`src/rtl/crypt_pkg.sv`:
```
// rtl/crypt_pkg.sv - shared state codes, constants and key-rotate helper for crypt blocks
package crypt_pkg;

   typedef logic [1:0] state_t;

   localparam state_t ST_IDLE = 2'd0;
   localparam state_t ST_RD   = 2'd1;
   localparam state_t ST_WR   = 2'd2;
   localparam state_t ST_DONE = 2'd3;

   localparam int WORD_BYTES      = 4;
   localparam int DEFAULT_KEY_ROT = 1;

   // Rotate amount is taken mod 32 by the caller; 0 leaves the key fixed.
   function automatic logic [31:0] rotl32(input logic [31:0] v, input int n);
      if (n == 0) return v;
      return (v << n) | (v >> (32 - n));
   endfunction

endpackage

```
`src/rtl/crypt_seq_ctrl_crypt.sv`:
```
// rtl/crypt_seq_ctrl_crypt.sv - Crypt XOR unit: data_out = data_in ^ key
module crypt_seq_ctrl_crypt (
   input  logic [31:0] data_in,
   input  logic [31:0] key,
   output logic [31:0] data_out
);

   assign data_out = data_in ^ key;

endmodule

```
`src/rtl/crypt_seq_ctrl.sv`:
```
// rtl/crypt_seq_ctrl.sv - in-place block encrypt/decrypt sequencer driving a word memory port
module crypt_seq_ctrl
   import crypt_pkg::*;
#(
   parameter int ADDR_W  = 32,
   parameter int LEN_W   = 16,
   parameter int KEY_ROT = DEFAULT_KEY_ROT
) (
   input  logic              clk,
   input  logic              rst,
   input  logic              start,
   input  logic              abort,
   input  logic [ADDR_W-1:0] base_addr,
   input  logic [LEN_W-1:0]  len,
   input  logic [31:0]       key,
   output logic              busy,
   output logic              done,
   output logic              err,
   output logic [LEN_W-1:0]  words_done,
   output logic              mem_req,
   output logic              mem_we,
   output logic [ADDR_W-1:0] mem_addr,
   output logic [31:0]       mem_wdata,
   input  logic [31:0]       mem_rdata,
   input  logic              mem_ack
);

   localparam int ROT = KEY_ROT % 32;

   state_t            state;
   logic [ADDR_W-1:0] addr_q;
   logic [31:0]       key_q;
   logic [31:0]       rdata_q;
   logic [LEN_W-1:0]  cnt_q;
   logic [LEN_W-1:0]  len_q;
   logic              err_q;

   always_ff @(posedge clk or posedge rst) begin
      if (rst) begin
         state   <= ST_IDLE;
         addr_q  <= '0;
         key_q   <= '0;
         rdata_q <= '0;
         cnt_q   <= '0;
         len_q   <= '0;
         err_q   <= 1'b0;
      end else begin
         case (state)
            ST_IDLE: begin
               if (start) begin
                  addr_q <= base_addr;
                  key_q  <= key;
                  cnt_q  <= '0;
                  len_q  <= len;
                  err_q  <= 1'b0;
                  if (len == '0) begin
                     state <= ST_DONE;
                  end else if (base_addr[1:0] != 2'b00) begin
                     err_q <= 1'b1;
                     state <= ST_DONE;
                  end else begin
                     state <= ST_RD;
                  end
               end
            end
            ST_RD: begin
               if (mem_ack) begin
                  rdata_q <= mem_rdata;
                  state   <= ST_WR;
               end
            end
            ST_WR: begin
               // abort is only looked at here so a word is never left half-processed
               if (mem_ack) begin
                  cnt_q  <= cnt_q + LEN_W'(1);
                  addr_q <= addr_q + ADDR_W'(WORD_BYTES);
                  key_q  <= rotl32(key_q, ROT);
                  if ((cnt_q + LEN_W'(1) == len_q) || abort) state <= ST_DONE;
                  else                                        state <= ST_RD;
               end
            end
            default: state <= ST_IDLE;
         endcase
      end
   end

   // Port outputs decode the registered state only, so mem_ack never reaches them combinationally.
   assign busy       = (state != ST_IDLE);
   assign done       = (state == ST_DONE);
   assign err        = err_q;
   assign words_done = cnt_q;
   assign mem_req    = (state == ST_RD) || (state == ST_WR);
   assign mem_we     = (state == ST_WR);
   assign mem_addr   = addr_q;

   crypt_seq_ctrl_crypt u_crypt (
      .data_in  (rdata_q),
      .key      (key_q),
      .data_out (mem_wdata)
   );

endmodule
```
`config.mk`:
```
export PLATFORM = sky130hd
export DESIGN_NAME = crypt_seq_ctrl
export DESIGN_NICKNAME = d
export VERILOG_FILES = /design/src/rtl/crypt_pkg.sv /design/src/rtl/crypt_seq_ctrl_crypt.sv /design/src/rtl/crypt_seq_ctrl.sv
export SDC_FILE = /design/constraint.sdc
export NUM_CORES = 1
export LEC_CHECK = 0
export BUFFER_PORTS_ARGS = -buffer_cell sky130_fd_sc_hd__buf_2
export CAP_MARGIN = 25
export CORE_MARGIN = 1
export CORE_UTILIZATION = 30
export DETAILED_ROUTE_END_ITERATION = 10
export HOLD_SLACK_MARGIN = 0.08
export SLEW_MARGIN = 20
export SYNTH_ARGS = -nofsm -noshare
export SYNTH_HDL_FRONTEND = slang
export SYNTH_SLANG_ARGS = --single-unit
```
`constraint.sdc`:
```
create_clock -name clk -period 6.25 [get_ports clk]
set_clock_uncertainty 0.15 [all_clocks]
set_input_delay 1.5625 -clock clk [delete_from_list [all_inputs] [get_ports clk]]
set_output_delay 1.5625 -clock clk [all_outputs]
set_load 0.02 [all_outputs]
```
Word level (Yosys, flattened, before mapping)
Cells that the tools add are included.
Word-level totals
  register bits after elaboration: 131
  input port bits: 117
  output and inout bits: 85
  logic and storage cells: 47
Operators by class
  $add $sub $neg: 2
  equality and inequality tests: 7
  mux-type cells: 18
  bitwise operators: 2
  reduce and logical (&&, ||, !) cells: 11
Operator list (count)
  $mux 32: 4
  $pmux 32 s2: 2
  $add 32x3->32 const B: 1
  $mux 16: 2
  $or 32x1->32: 1
  $pmux 16 s2: 1
  $xor 32x32->32: 1
  $add 16x1->16 const B: 1
  $eq 16x16->1: 1
  $logic_not 16->1: 1
  $mux 2: 6
  $pmux 2 s3: 1
  $reduce_and 3->1: 2
  $reduce_bool 2->1: 3
  $eq 2x2->1 const B: 2
  $ne 2x2->1 const B: 2
  $reduce_and 2->1: 2
  $eq 2x1->1 const B: 1
  $logic_not 2->1: 1
  $logic_or 1x1->1: 2
  $mux 1: 2
  $ne 2x1->1 const B: 1

Depth between registers and ports, before layout
Gate-level depths: netlist (run 1).
  depth after elaboration: 6
  mapped depth: 10
  mapped depth without buffers: 7

By module
From an unflattened synthesis (run 1), not the netlist that was laid out.
Unflattened totals
  cell total of the unflattened synthesis: 678
  area total of the unflattened synthesis: 6917.9 um^2
Modules (own cells, without submodules)
  crypt_seq_ctrl: instances 1, cells an instance 646, area each 6637.6 um^2
  crypt_seq_ctrl_crypt: instances 1, cells an instance 32, area each 280.3 um^2

Least setup slack after synthesis (run 1)
No wires, ideal clock.
  kind: input to register
  start: in start
  end: reg addr_q[12] (netlist: mem_addr[12])
  arrival: 2.664 ns
  path slack: 3.299 ns
  stages: 8
  path buffers: 4
  cell sequence: buf_2 nand2b_1 and2_1 buf_2 buf_2 buf_2 o22ai_1 a21oi_1
Between the ends
  word-level cells in the longest chain between the ends: 2
RTL lines
  start, declared: RTL line crypt_seq_ctrl.sv:11  | input logic start,
  $ne 2x2->1 (no source line)
  $reduce_and 3->1 (no source line)
  end signal, assigned: RTL line crypt_seq_ctrl.sv:51  | addr_q <= base_addr;
  end signal, assigned: RTL line crypt_seq_ctrl.sv:76  | addr_q <= addr_q + ADDR_W'(WORD_BYTES);
  end, declared: RTL line crypt_seq_ctrl.sv:31  | logic [ADDR_W-1:0] addr_q;
Every way passes these cells.
A chain may end at the register's enable or synchronous reset.

Final worst setup path (run 1)
  start: reg state[0]
  end: reg key_q[3]
Between the ends
  word-level cells in the longest chain between the ends: 3
  elaborated cells on any way between the ends: 7
  classes of those cells: 3 x eq/ne; 1 x mux; 3 x reduce/logical
RTL lines
  start, declared: RTL line crypt_seq_ctrl.sv:30  | state_t state;
  start signal, assigned: RTL line crypt_seq_ctrl.sv:40  | state <= ST_IDLE;
  start signal, assigned: RTL line crypt_seq_ctrl.sv:57  | state <= ST_DONE;
  start signal, assigned: RTL line crypt_seq_ctrl.sv:60  | state <= ST_DONE;
  $eq 2x2->1 / $logic_not 2->1 (equally long branches): RTL line crypt_seq_ctrl.sv:48  | case (state)
  $ne 2x1->1 (no source line) (tied with other cells)
  $reduce_and 3->1 (no source line)
  end signal, assigned: RTL line crypt_seq_ctrl.sv:52  | key_q <= key;
  end signal, assigned: RTL line crypt_seq_ctrl.sv:77  | key_q <= rotl32(key_q, ROT);
  end, declared: RTL line crypt_seq_ctrl.sv:32  | logic [31:0] key_q;
Several ways; a longest one is shown, not always the timed one.

==> results.md, run 1 <==
* Status: finished, final reports clean
* Peak VDD IR at 277.6 uV
* Max-cap violations at 0
* Netlist cell types at 64
* WHS Endpoint: err$_DFFE_PP0P_
* Starting Density at 0.3059
* Worst-margin pin slew at 891.3 ps
* WL final at between 20000 and 25000 um
* Post-place setup slack at 2702 ps
* Final Max Tran Viols at 0
* Mapped Area at 7181 um2
* Die Y at 156.7 um
* Initial DRC Count at between 200 and 250
* Post-Syn Instances at 702
* Flop2flop setup slack at about 2700 ps
* First-pass detailed-route iteration total at 5
* Tot GR Track Use at 0.1672
* Largest area contributor in the netlist: dfrtp_1
* Antenna-violating nets left at 0
* EDFF count, synth at 0
* CTS clock-pin slew for the worst setup and hold paths at 70 ps
* Setup crit end kind: flop
* GR met3 Demand/Resource at 0.05788
* Via count of the routed design at 6058
* Total count of hold-check failures in the final report at 0
* Maximum clock path buffer count at 2
* Gr busiest metal: met2
* Tightest Hold Check Type: flop to flop
* Grt ovf at 0
* Sequential share of the synthesized area at 0.4565
* Crit path max fanout at slightly below 60
* Placed Instances at between 1000 and 1500
* Fin worst setup slack at around 2700 ps
* Row cnt at 56
* R2r startpoint: state[0]$_DFFE_PP0P_
* Vias in the first global route at slightly below 6000
* Lkg Pwr at between 4 and 5 nW
* Setup crit start kind: flop
* Crit path time final at 3503 ps
* GP Congestion at 0.8087
* Via density at a little under 5
* Nets at 1008
* Final HPWL DP at 14240 um
* Residual DRC count at 0
* Fin crit share at 0.5605
* Arrival time worst endpoint at 3630 ps
* I/O pins at 202
* Die width at roughly 160 um
* Die ar. at 24560 um2
* HP Start: err$_DFFE_PP0P_
* CTS tree: built
* Share of the synthesized area in the top cell type at 0.4565
* Resized Gates After CTS at 0
* Area grow syn2layout at 25.82%
* Fmax at 285.5 MHz
* Synth Flop Type: dfrtp_1
* Critical path required time at around 6400 ps
* Synth Area per Inst at 10.23 um2
* Warnings from Yosys at 0
* Final core utilization at 0.3849
* Worst-Skew Late Latency at 430 ps
* Finished Layout Cells at 1218
* Worst reg2reg path depth at 7
* Main area contributors after synthesis: dfrtp_1, mux2_2, mux2i_1
* Clk root buf: clkbuf_16
* CTS Sinks at 131
* IO buf count at about 200
* H-tree depth at 4
* Met1 Usage GRT at 0.2103
* Hold buffer count at cts at 0
* Total negative slack at 0 ps
* Routed len/inst at between 15 and 20 um
* FF-to-FF End: key_q[3]$_DFFE_PP0P_
* Crit path kind: flop to flop
* Fraction of layout cells with a size suffix above 1 at 0.3430
* Most frequent cells after synthesis: dfrtp_1, nand2_1, o21ai_0, mux2i_1, mux2_2
* Mapped Nets at just over 800
* Count leader, synth: dfrtp_1
* Async S/R FF share, synth at 1.000
* First-pass GRT wire length at 31610 um
* Power Dens Cells at 552.0 nW/um2
* Slew HR at 0.4043
* Register bit count reported by yosys at around 130
* Setup violators final at 0
* Num CTS Buffers at 17
* Post-CTS Setup Bufs at 0
* Fillers at 2384
* CORE AREA at 23470 um2
* Hold depth at 2
* M2 GR Usage at 0.2726
* RSZ-0062 raised after global routing: no
* Initial antenna violation count at 1
* Largest net degree at the start of global routing at 89
-- layout make-up --
cell class                      count  area, um2  share of cell area
Clock inverter                     15      150.1             0.01662
Tap cell                          319      399.1             0.04418
Timing Repair Buffer              207       1071              0.1185
Clock buffer                       17      425.4             0.04708
Multi-Input combinational cell    520       3674              0.4066
Inverter                            8      35.03            0.003878
Antenna cell                        1      2.502           0.0002770
Sequential cell                   131       3278              0.3628
-- cell usage in the layout, fill, tap and decap left out, types with 13 or more instances in the layout --
cell type  instances
buf_2            201
dfrtp_1          131
nand2_1           79
o21ai_0           63
mux2i_1           51
mux2_2            49
xor2_1            43
a21oi_1           38
o22ai_1           29
nand3_1           26
clkbuf_16         17
nand4_1           16
and3_1            13
-- per-stage QoR --
stage	hold WS, ps	power, W	instance area (um2)
floorplan	340.1	0.003259	7181
global placement	336.6	0.003949	8429
detailed placement	345.6	0.004024	8457
CTS	368.1	0.005047	9032
global route	376.5	0.005346	9035
finish	361.7	0.004988	9035
-- routing by layer --
layer	routed length [um]	part of all wire
met1	8933	0.44
met2	9784	0.48
met3	1377	0.068
met4	125	0.0062
met5	0	0
-- where the power goes --
part / total, W / leakage [nW] / switching, W / internal, W
sequential: 0.00163 / 1.58 / 0.000393 / 0.00123
combinational: 0.00236 / 2.23 / 0.00141 / 0.000952
clock: 0.000999 / 0.284 / 0.000464 / 0.000535
total: 0.00499 / 4.09 / 0.00227 / 0.00272
-- worst max-delay path: stages (launching register included) --
cell and delay (ps):
dfrtp_1 420, inv_1 140, ha_4 440, buf_4 610, mux2_2 420, nand2_2 380, buf_4 530, o21ai_0 210
-- registers in the layout (all words and copies together) (netlist names) --
register	flops
len_q	16
rdata_q	32
state	2
key_q	32
err	1
words_done	16
mem_addr	32
-- logic make-up (layout without fill, tap and decap cells) --
| logic type | count (synthesis) | after routing | synth area share |
|---|---|---|---|
| multiplexers | 100 | 100 | 0.1479 |
| buffers and inverters | 51 | 247 | 0.03415 |
| XOR/XNOR | 52 | 52 | 0.06343 |
| AO/OA/AOI/OAI | 168 | 168 | 0.1427 |
| other | 0 | 1 | 0 |
| flip-flops | 131 | 131 | 0.4565 |
| adder cells (fa/ha/maj) | 6 | 6 | 0.01045 |
| AND/OR/NAND/NOR | 194 | 194 | 0.1448 |
-- worst max path at each step --
stage	from	endpoint	slack [ps]	cells after the start
after CTS	state[0]$_DFFE_PP0P_	key_q[13]$_DFFE_PP0P_	2700	7
after global placement	start	mem_addr[23]$_DFFE_PP0P_	2550	6
after floorplan	rst	err$_DFFE_PP0P_	1040	1
final	state[0]$_DFFE_PP0P_	key_q[3]$_DFFE_PP0P_	2750	7
after detailed placement	state[0]$_DFFE_PP0P_	key_q[0]$_DFFE_PP0P_	2700	7
after global routing	state[0]$_DFFE_PP0P_	key_q[18]$_DFFE_PP0P_	2470	7
(Power assumes the default switching activity.)
==> inputs of run 2 (changes only) <==
clock period = 2.91 ns   (was 6.25 ns; I/O delays follow)
==> results.md, run 2 (synthesis results as in run 1) <==
* Nets at between 1000 and 1500
* Resized Gates After CTS at 0
* Crit path kind: flop to output pin
* Initial DRC Count at between 300 and 400
* GR met3 Demand/Resource at 0.05456
* Peak VDD IR at 550.6 uV
* Total negative slack at 0 ps
* Fraction of layout cells with a size suffix above 1 at 0.3473
* CTS clock-pin slew for the worst setup and hold paths at approximately 70 ps
* Area grow syn2layout at 26.28%
* IO buf count at 201
* Maximum clock path buffer count at 2
* Antenna-violating nets left at 0
* Crit path time final at 2748 ps
* Max-cap violations at 0
* Arrival time worst endpoint at 1870 ps
* Worst-Skew Late Latency at roughly 430 ps
* R2r startpoint: words_done[0]$_DFFE_PP0P_
* CORE AREA at 23470 um2
* Post-CTS Setup Bufs at 0
* Status: finished, final reports clean
* Crit path max fanout at 36
* Final HPWL DP at approximately 14000 um
* Vias in the first global route at 5735
* Via density at 4.956
* HP Start: err$_DFFE_PP0P_
* Hold buffer count at cts at 0
* CTS tree: built
* Via count of the routed design at 6066
* Slew HR at 0.5062
* Area of placed instances at 8518 um2
* Worst-margin pin slew at 740.6 ps
* Fillers at 2371
* GP Congestion at between 0.8 and 0.9
* Grt ovf at 0
* Critical path required time at 2030 ps
* WL final at 19940 um
* Row cnt at between 50 and 60
* Fin crit share at 0.9442
* Final Max Tran Viols at 0
* Starting Density at 0.3059
* Largest net degree at the start of global routing at 132
* Fmax at roughly 360 MHz
* Setup crit end kind: output pin
* Lkg Pwr at about 4 nW
* Residual DRC count at 0
* Die width at around 160 um
* First-pass detailed-route iteration total at 5
* Commonest non-fill, non-tap cell in the layout: buf_2
* H-tree depth at 4
* Tightest Hold Check Type: flop to flop
* RSZ-0062 raised after global routing: no
* Initial antenna violation count at 1
* Num CTS Buffers at 17
* Die ar. at 24560 um2
* Met1 Usage GRT at 0.2193
* Most frequent cells in the layout: buf_2, dfrtp_1, nand2_1
* Final instance area at 9067 um2
* CTS Sinks at 131
* I/O pins at 202
* Total power at 0.01064 W
* First-pass GRT wire length at 31510 um
* M2 GR Usage at 0.2559
* Routed len/inst at 16.29 um
* Total count of hold-check failures in the final report at 0
* Power Dens Cells at between 1000 and 1500 nW/um2
* Setup violators final at 0
* Tot GR Track Use at 0.1663
* Gr busiest metal: met2
* Die Y at approximately 160 um
* Setup crit start: state[0]$_DFFE_PP0P_
* Clk root buf: clkbuf_16
* Setup crit start kind: flop
[run 2: cell count changes in the layout (fill, tap and decap cells not counted), sizes merged]
cell and delta:
buf +6, clkinv +2, clkinvlp +4, inv -6
[run 2: area by class of cell]
class,count,area [um2],share of cell area
Tap cell,319,399.1,0.04402
Multi-Input combinational cell,520,3674,0.4051
Clock inverter,15,121.4,0.01338
Sequential cell,131,3278,0.3615
Inverter,8,33.78,0.003726
Antenna cell,1,2.502,0.0002760
Timing Repair Buffer,213,1134,0.1250
Clock buffer,17,425.4,0.04692
[run 2: stage by stage]
stage / hold slack (ps) / setup WS (ps) / utilization / std cells
2_1_floorplan: 340.1 / 409.3 / - / 702
3_3_place_gp: 315.0 / 333.1 / 0.3629 / 1191
5_1_grt: 350.5 / 57.45 / 0.3863 / 1224
4_1_cts: 337.0 / 141.0 / 0.3862 / 1223
6_report: 335.6 / 162.4 / 0.3863 / 1224
3_5_place_dp: 321.6 / 390.6 / 0.3629 / 1191
[run 2: final timing paths]
kind	endpoint	slack (ps)	depth (start not counted)
max	mem_we	160	4
min	err$_DFFE_PP0P_	340	2
max reg2reg	state[1]$_DFFE_PP0P_	280	6
min reg2reg	err$_DFFE_PP0P_	340	2
max in group asynchronous	key_q[14]$_DFFE_PP0P_	1680	3
min in group asynchronous	len_q[2]$_DFFE_PP0P_	360	3
[run 2: metal layers]
| metal | vias up | share of wire | routed length (um) |
|---|---|---|---|
| met5 | - | 0 | 0 |
| met2 | 186 | 0.46 | 9260 |
| met4 | 0 | 0.013 | 261 |
| met1 | 2900 | 0.45 | 9039 |
| li1 | 2961 | - | - |
| met3 | 19 | 0.069 | 1379 |
[run 2: where the power goes]
group	leakage (nW)	switching (W)	internal [W]
registers	1.58	0.000834	0.00265
logic	2.26	0.00302	0.00209
clock network	0.259	0.000932	0.00111
total	4.10	0.00479	0.00585
[run 2: critical path, stage by stage, from the launching register on]
cell	delay, ps
dfrtp_1	420
inv_1	130
ha_4	230
buf_4	410
buf_2	250
